### src/rtl/alu_flag_stage.sv
// -----------------------------------------------------------------------------
// alu_flag_stage
//
// Sits directly behind the 64-bit ALU datapath. Every accepted ALU beat:
//   * is forwarded in order through a 2-entry buffer to writeback,
//   * may update the architectural NZCV flags register (Z computed here),
//   * sets a sticky error bit if its op code is illegal,
//   * bumps a saturating counter if it is an add/sub that overflowed.
//
// Ports
//   clk, reset_n      clock (rising edge), asynchronous active-low reset
//   in_valid/in_ready upstream handshake
//   in_result         ALU result (WIDTH bits)
//   in_control        ALU op code (000 passB, 010 add, 011 sub, 100 and,
//                     101 or, 110 xor; 001/111 illegal)
//   in_carryout       carry of the selected adder
//   in_overflow       signed overflow of the top bit
//   in_negative       result MSB
//   in_setflags       this beat updates the flags register
//   out_valid/out_ready downstream handshake
//   out_result        head entry result
//   out_control       head entry op code
//   flags             {N,Z,V,C}
//   err_sticky        illegal op seen since last clr_err
//   clr_err           clear err_sticky (a same-cycle illegal beat wins)
//   ovf_count         saturating count of overflowing add/sub beats
//
// Handshake: a beat transfers on a rising edge where valid and ready are both
// high. in_ready is a pure function of the registered occupancy (count < 2),
// so it never depends combinationally on out_ready; a full buffer refuses a
// push even when the head is popped in the same cycle. out_valid is also
// registered, and out_result/out_control hold while out_valid && !out_ready.
// -----------------------------------------------------------------------------
module alu_flag_stage #(
  parameter int WIDTH = 64,
  parameter int CNT_W = 8
) (
  input  logic             clk,
  input  logic             reset_n,
  input  logic             in_valid,
  output logic             in_ready,
  input  logic [WIDTH-1:0] in_result,
  input  logic [2:0]       in_control,
  input  logic             in_carryout,
  input  logic             in_overflow,
  input  logic             in_negative,
  input  logic             in_setflags,
  output logic             out_valid,
  input  logic             out_ready,
  output logic [WIDTH-1:0] out_result,
  output logic [2:0]       out_control,
  output logic [3:0]       flags,
  output logic             err_sticky,
  input  logic             clr_err,
  output logic [CNT_W-1:0] ovf_count
);

  localparam logic [2:0] OP_PASSB = 3'b000;
  localparam logic [2:0] OP_ILL0  = 3'b001;
  localparam logic [2:0] OP_ADD   = 3'b010;
  localparam logic [2:0] OP_SUB   = 3'b011;
  localparam logic [2:0] OP_ILL1  = 3'b111;

  // Buffer state: head entry drives the outputs, tail holds the second beat.
  logic [1:0]       count_q, count_d;
  logic [WIDTH-1:0] head_result_q, head_result_d;
  logic [2:0]       head_control_q, head_control_d;
  logic [WIDTH-1:0] tail_result_q, tail_result_d;
  logic [2:0]       tail_control_q, tail_control_d;

  // Architectural / statistics state.
  logic [3:0]       flags_q, flags_d;
  logic             err_sticky_q, err_sticky_d;
  logic [CNT_W-1:0] ovf_count_q, ovf_count_d;

  // Beat classification.
  logic push, pop;
  logic op_arith, op_illegal, result_zero;

  assign in_ready  = (count_q != 2'd2);
  assign out_valid = (count_q != 2'd0);
  assign push      = in_valid && in_ready;
  assign pop       = out_valid && out_ready;

  assign op_arith    = (in_control == OP_ADD) || (in_control == OP_SUB);
  assign op_illegal  = (in_control == OP_ILL0) || (in_control == OP_ILL1);
  assign result_zero = (in_result == '0);

  // ---------------------------------------------------------------------------
  // Buffer next state
  // ---------------------------------------------------------------------------
  always_comb begin
    count_d        = count_q;
    head_result_d  = head_result_q;
    head_control_d = head_control_q;
    tail_result_d  = tail_result_q;
    tail_control_d = tail_control_q;

    unique case ({push, pop})
      2'b10: begin
        if (count_q == 2'd0) begin
          head_result_d  = in_result;
          head_control_d = in_control;
          count_d        = 2'd1;
        end else begin
          tail_result_d  = in_result;
          tail_control_d = in_control;
          count_d        = 2'd2;
        end
      end
      2'b01: begin
        // Advance the tail into the head; when draining the last entry the
        // head keeps its stale contents, out_valid masks them.
        if (count_q == 2'd2) begin
          head_result_d  = tail_result_q;
          head_control_d = tail_control_q;
          count_d        = 2'd1;
        end else begin
          count_d        = 2'd0;
        end
      end
      2'b11: begin
        // push requires count<2 and pop requires count>0, so count is 1 here:
        // the old head leaves and the new beat takes its place.
        head_result_d  = in_result;
        head_control_d = in_control;
        count_d        = 2'd1;
      end
      default: begin
        count_d = count_q;
      end
    endcase
  end

  // ---------------------------------------------------------------------------
  // Flags, sticky error and overflow counter
  // ---------------------------------------------------------------------------
  always_comb begin
    flags_d = flags_q;
    if (push && in_setflags && !op_illegal) begin
      // {N,Z,V,C}; logical ops and passB clear V and C.
      flags_d[3] = in_negative;
      flags_d[2] = result_zero;
      flags_d[1] = op_arith ? in_overflow : 1'b0;
      flags_d[0] = op_arith ? in_carryout : 1'b0;
    end
  end

  always_comb begin
    err_sticky_d = err_sticky_q;
    if (clr_err) begin
      err_sticky_d = 1'b0;
    end
    // Set after clear so a simultaneous illegal beat keeps the bit high.
    if (push && op_illegal) begin
      err_sticky_d = 1'b1;
    end
  end

  always_comb begin
    ovf_count_d = ovf_count_q;
    if (push && op_arith && in_overflow && (ovf_count_q != {CNT_W{1'b1}})) begin
      ovf_count_d = ovf_count_q + CNT_W'(1);
    end
  end

  // ---------------------------------------------------------------------------
  // State registers
  // ---------------------------------------------------------------------------
  always_ff @(posedge clk or negedge reset_n) begin
    if (!reset_n) begin
      count_q        <= 2'd0;
      head_result_q  <= '0;
      head_control_q <= OP_PASSB;
      tail_result_q  <= '0;
      tail_control_q <= OP_PASSB;
      flags_q        <= 4'b0000;
      err_sticky_q   <= 1'b0;
      ovf_count_q    <= '0;
    end else begin
      count_q        <= count_d;
      head_result_q  <= head_result_d;
      head_control_q <= head_control_d;
      tail_result_q  <= tail_result_d;
      tail_control_q <= tail_control_d;
      flags_q        <= flags_d;
      err_sticky_q   <= err_sticky_d;
      ovf_count_q    <= ovf_count_d;
    end
  end

  assign out_result  = head_result_q;
  assign out_control = head_control_q;
  assign flags       = flags_q;
  assign err_sticky  = err_sticky_q;
  assign ovf_count   = ovf_count_q;

endmodule

### config.mk
export PLATFORM = sky130hd
export DESIGN_NAME = alu_flag_stage
export DESIGN_NICKNAME = d
export VERILOG_FILES = /design/src/rtl/alu_flag_stage.sv
export SDC_FILE = /design/constraint.sdc
export NUM_CORES = 1
export LEC_CHECK = 0
export CAP_MARGIN = 20
export CORE_MARGIN = 1.5
export CORE_UTILIZATION = 40
export CTS_BUF_LIST = sky130_fd_sc_hd__clkbuf_4 sky130_fd_sc_hd__clkbuf_8
export CTS_CLUSTER_DIAMETER = 50
export DETAILED_ROUTE_END_ITERATION = 10
export PLACE_DENSITY_LB_ADDON = 0.25
export SLEW_MARGIN = 20
export SYNTH_ARGS = -nofsm -noshare
export SYNTH_HDL_FRONTEND = slang
export SYNTH_SLANG_ARGS = --single-unit
### constraint.sdc
create_clock -name clk -period 2.7 [get_ports clk]
set_input_delay 0.405 -clock clk [delete_from_list [all_inputs] [get_ports clk]]
set_output_delay 0.405 -clock clk [all_outputs]
set_load 0.02 [all_outputs]
==> impl_metrics.py <==
metrics = {
    "status": {
        "outcome": "finished clean",
    },
    "clocking": {
        "postCtsHoldBufs": 1,
        "cts_resized": 0,
        "cts_sinks": 149,
        "clk_latency_ns": 0.44,
        "htree_levels": 4,
        "clockBufferDepth": 2,
        "cts_post_setup_buffers_inserted": 0,
        "cts_tree": "built",
        "cts_buffers": 17,
        "clockRootBuffer": "clkbuf_8",
        "cts.reportedPaths.clkPinSlew_ns": 0.08,
    },
    "timing": {
        "post-route-period-util_pct": 81.6,
        "max_slew_margin_pct": 48.6,
        "period_needed_ns": 2.20,
        "clock_skew_ns": 0.00819,
        "timing.fmax_mhz": 454,
        "whs_ns": 0.506,
        "worstMarginPinSlew_ns": 0.764,
        "drv_slew": 0,
        "tns_ns": 0,
        "setup_viol": 0,
        "hold_violations": 0,
        "rsz0062_at_grt": "false",
    },
    "global_routing": {
        "grt_max_degree": 64,
        "grt_overflow": 0,
        "antenna_found_initial": 0,
        "grt_pass1_vias": 4804,
        "grt_pass1_wl_um": 24700,
        "grt_util_all_layers_pct": 18.9,
    },
    "synthesis": {
        "synth_top_area_share_pct": 57.3,
        "syn_area_per_cell_um2": 12.6,
        "syn_area_um2": 6500,
        "seq_area_frac_synth_pct": 57.3,
        "ys_ff_latch": 149,
        "yosys_warnings": 0,
        "synthTopCellsByArea": "dfrtp_1 57%, mux2i_1 10%, mux2_2 7.3%",
        "synthesis.nets": 595,
        "synth_largest_area_cell": "dfrtp_1",
        "synth_cell_types": 27,
        "synth_cells": 518,
    },
    "floorplanning": {
        "num_io_pins": 158,
        "core_um2": 15900,
        "die_h_um": 131,
        "row_count": 46,
        "dieArea_um2": 17000,
        "dieWidth_um": 131,
        "initial_utilization_pct": 40.9,
    },
    "critical_path": {
        "cp-end-kind": "output port",
        "crit_type": "flip-flop to output port",
        "startpoint_type": "flip-flop",
        "reg2regPathDepth": 5,
        "reg2reg_setup_slack_ns": 0.95,
        "critPathMaxFanout": 6,
        "crit_arrival_ns": 1.80,
        "worstPathRequired_ns": 2.30,
    },
    "routing": {
        "wl_um": 15400,
        "antenna_left": 0,
        "drtIter0Drc": 193,
        "drc": 0,
        "first_pass_iters": 4,
        "via_count": 4538,
        "wl_per_cell_um": 17.0,
        "vias_per_cell": 5.03,
    },
    "job": {
        "maxCapViolCount": 0,
    },
    "placement": {
        "placed_cell_area_um2": 8360,
        "dp_hpwl_um": 10800,
        "portBuffers": 157,
        "gp_congestion": 0.743,
    },
    "cells_and_area": {
        "drive_gt1_share_pct": 17.2,
        "syn2layout_area_growth_pct": 35.9,
        "diodes": 0,
        "design_area_um2": 8840,
        "fin_nets": 753,
    },
    "pwr": {
        "p_per_area_nw_per_um2": 832,
        "peakVddDrop_mv": 0.359,
        "p_leak_nw": 4.06,
    },
    "min_path": {
        "min_path_type": "input port to asynchronous set/reset pin",
    },
}
critical path, stage by stage (launching register included):
cell,delay [ns]
dfrtp_1,0.47
nand2b_1,0.25
clkdlybuf4s50_1,0.64
sequential cells by signal (all words and copies together), names as in the netlist:
| name | flops |
|---|---|
| tail_control_q | 3 |
| tail_result_q | 64 |
| flags | 4 |
| err_sticky | 1 |
| out_result | 64 |
| out_control | 3 |
| ovf_count | 8 |
| count_q | 2 |
cell usage after synthesis:
library cell and n:
nor2_1 72, buf_6 4, dfrtp_1 149, nand3_1 4
xnor2_1 2, o21ai_2 1, inv_1 2, nand4_1 7
ha_1 1, xor2_1 6, clkbuf_1 10, nor4_1 18
or2_1 2, mux2i_1 68, a21oi_1 68, and3b_1 2
nand2b_1 1, buf_4 5, nor3_1 2, mux2_2 42
o22ai_1 1, a21o_1 1, nand3_2 1, o2111ai_2 1
nand2_1 7, buf_2 11, mux2_4 30
cells by family after synthesis:
group	count (synthesis)	synth area share (%)
muxes	140	24.7
AOI/OAI and AO/OA	72	5.81
DFF	149	57.3
and+or+nand+nor	116	8.14
xor gates and xnor gates	8	1.08
buffers and inverters	32	2.81
adders and majority gates	1	0.192
cells in the final DEF (no fill, tap or decap), drive strengths merged, types with 6 or more instances in the layout:
cell	synthesis	layout
bufinv	0	6
mux2	72	72
nor4	18	18
xor2	6	6
mux2i	68	68
a21oi	68	68
nand4	7	7
nand2	7	7
clkbuf	10	20
nor2	72	72
dfrtp	149	149
clkdlybuf4s50	0	156
buf	20	12
metrics by stage:
step	cells	worst slack (ns)	util (%)	power [W]
finish	903	0.497	55.6	0.00736
detailed placement	872	0.455	52.6	0.00537
global placement	872	0.409	52.6	0.00529
floorplan	518	1.06	-	0.00433
CTS	903	0.482	55.6	0.00744
global route	903	0.396	55.6	0.00774
final cells by class:
| class | instances | area [um2] |
|---|---|---|
| clock buffer | 20 | 263 |
| tap | 216 | 270 |
| timing repair buffer | 169 | 1750 |
| multi-input combinational | 337 | 2610 |
| clock inverter | 10 | 204 |
| fill | 1382 | 7050 |
| inverter | 2 | 7.51 |
| sequential | 149 | 3730 |
path summary, 6_finish.rpt:
check | startpoint | endpoint
min in group clk | tail_control_q[2] | tail_control_q[2]
max in group asynchronous | reset_n | tail_result_q[11]
worst max register to register | count_q[0] | out_result[20]
worst min register to register | tail_control_q[2] | tail_control_q[2]
worst min-delay path | reset_n | out_result[6]
worst max-delay path | count_q[0] | in_ready
power breakdown:
part | switching (W) | internal [W]
logic | 0.00102 | 0.00116
clock network | 0.000820 | 0.00123
registers | 0.000344 | 0.00279
total | 0.00218 | 0.00518
layer usage:
layer / part of all wire (%) / vias up / global-route usage [%]
met5: 0 / - / 0
met4: 3.3 / 0 / 8.66
met1: 44 / 2239 / 23.9
met2: 48 / 113 / 30.9
met3: 4.9 / 31 / 4.60
li1: - / 2155 / -
(Power assumes the default switching activity.)
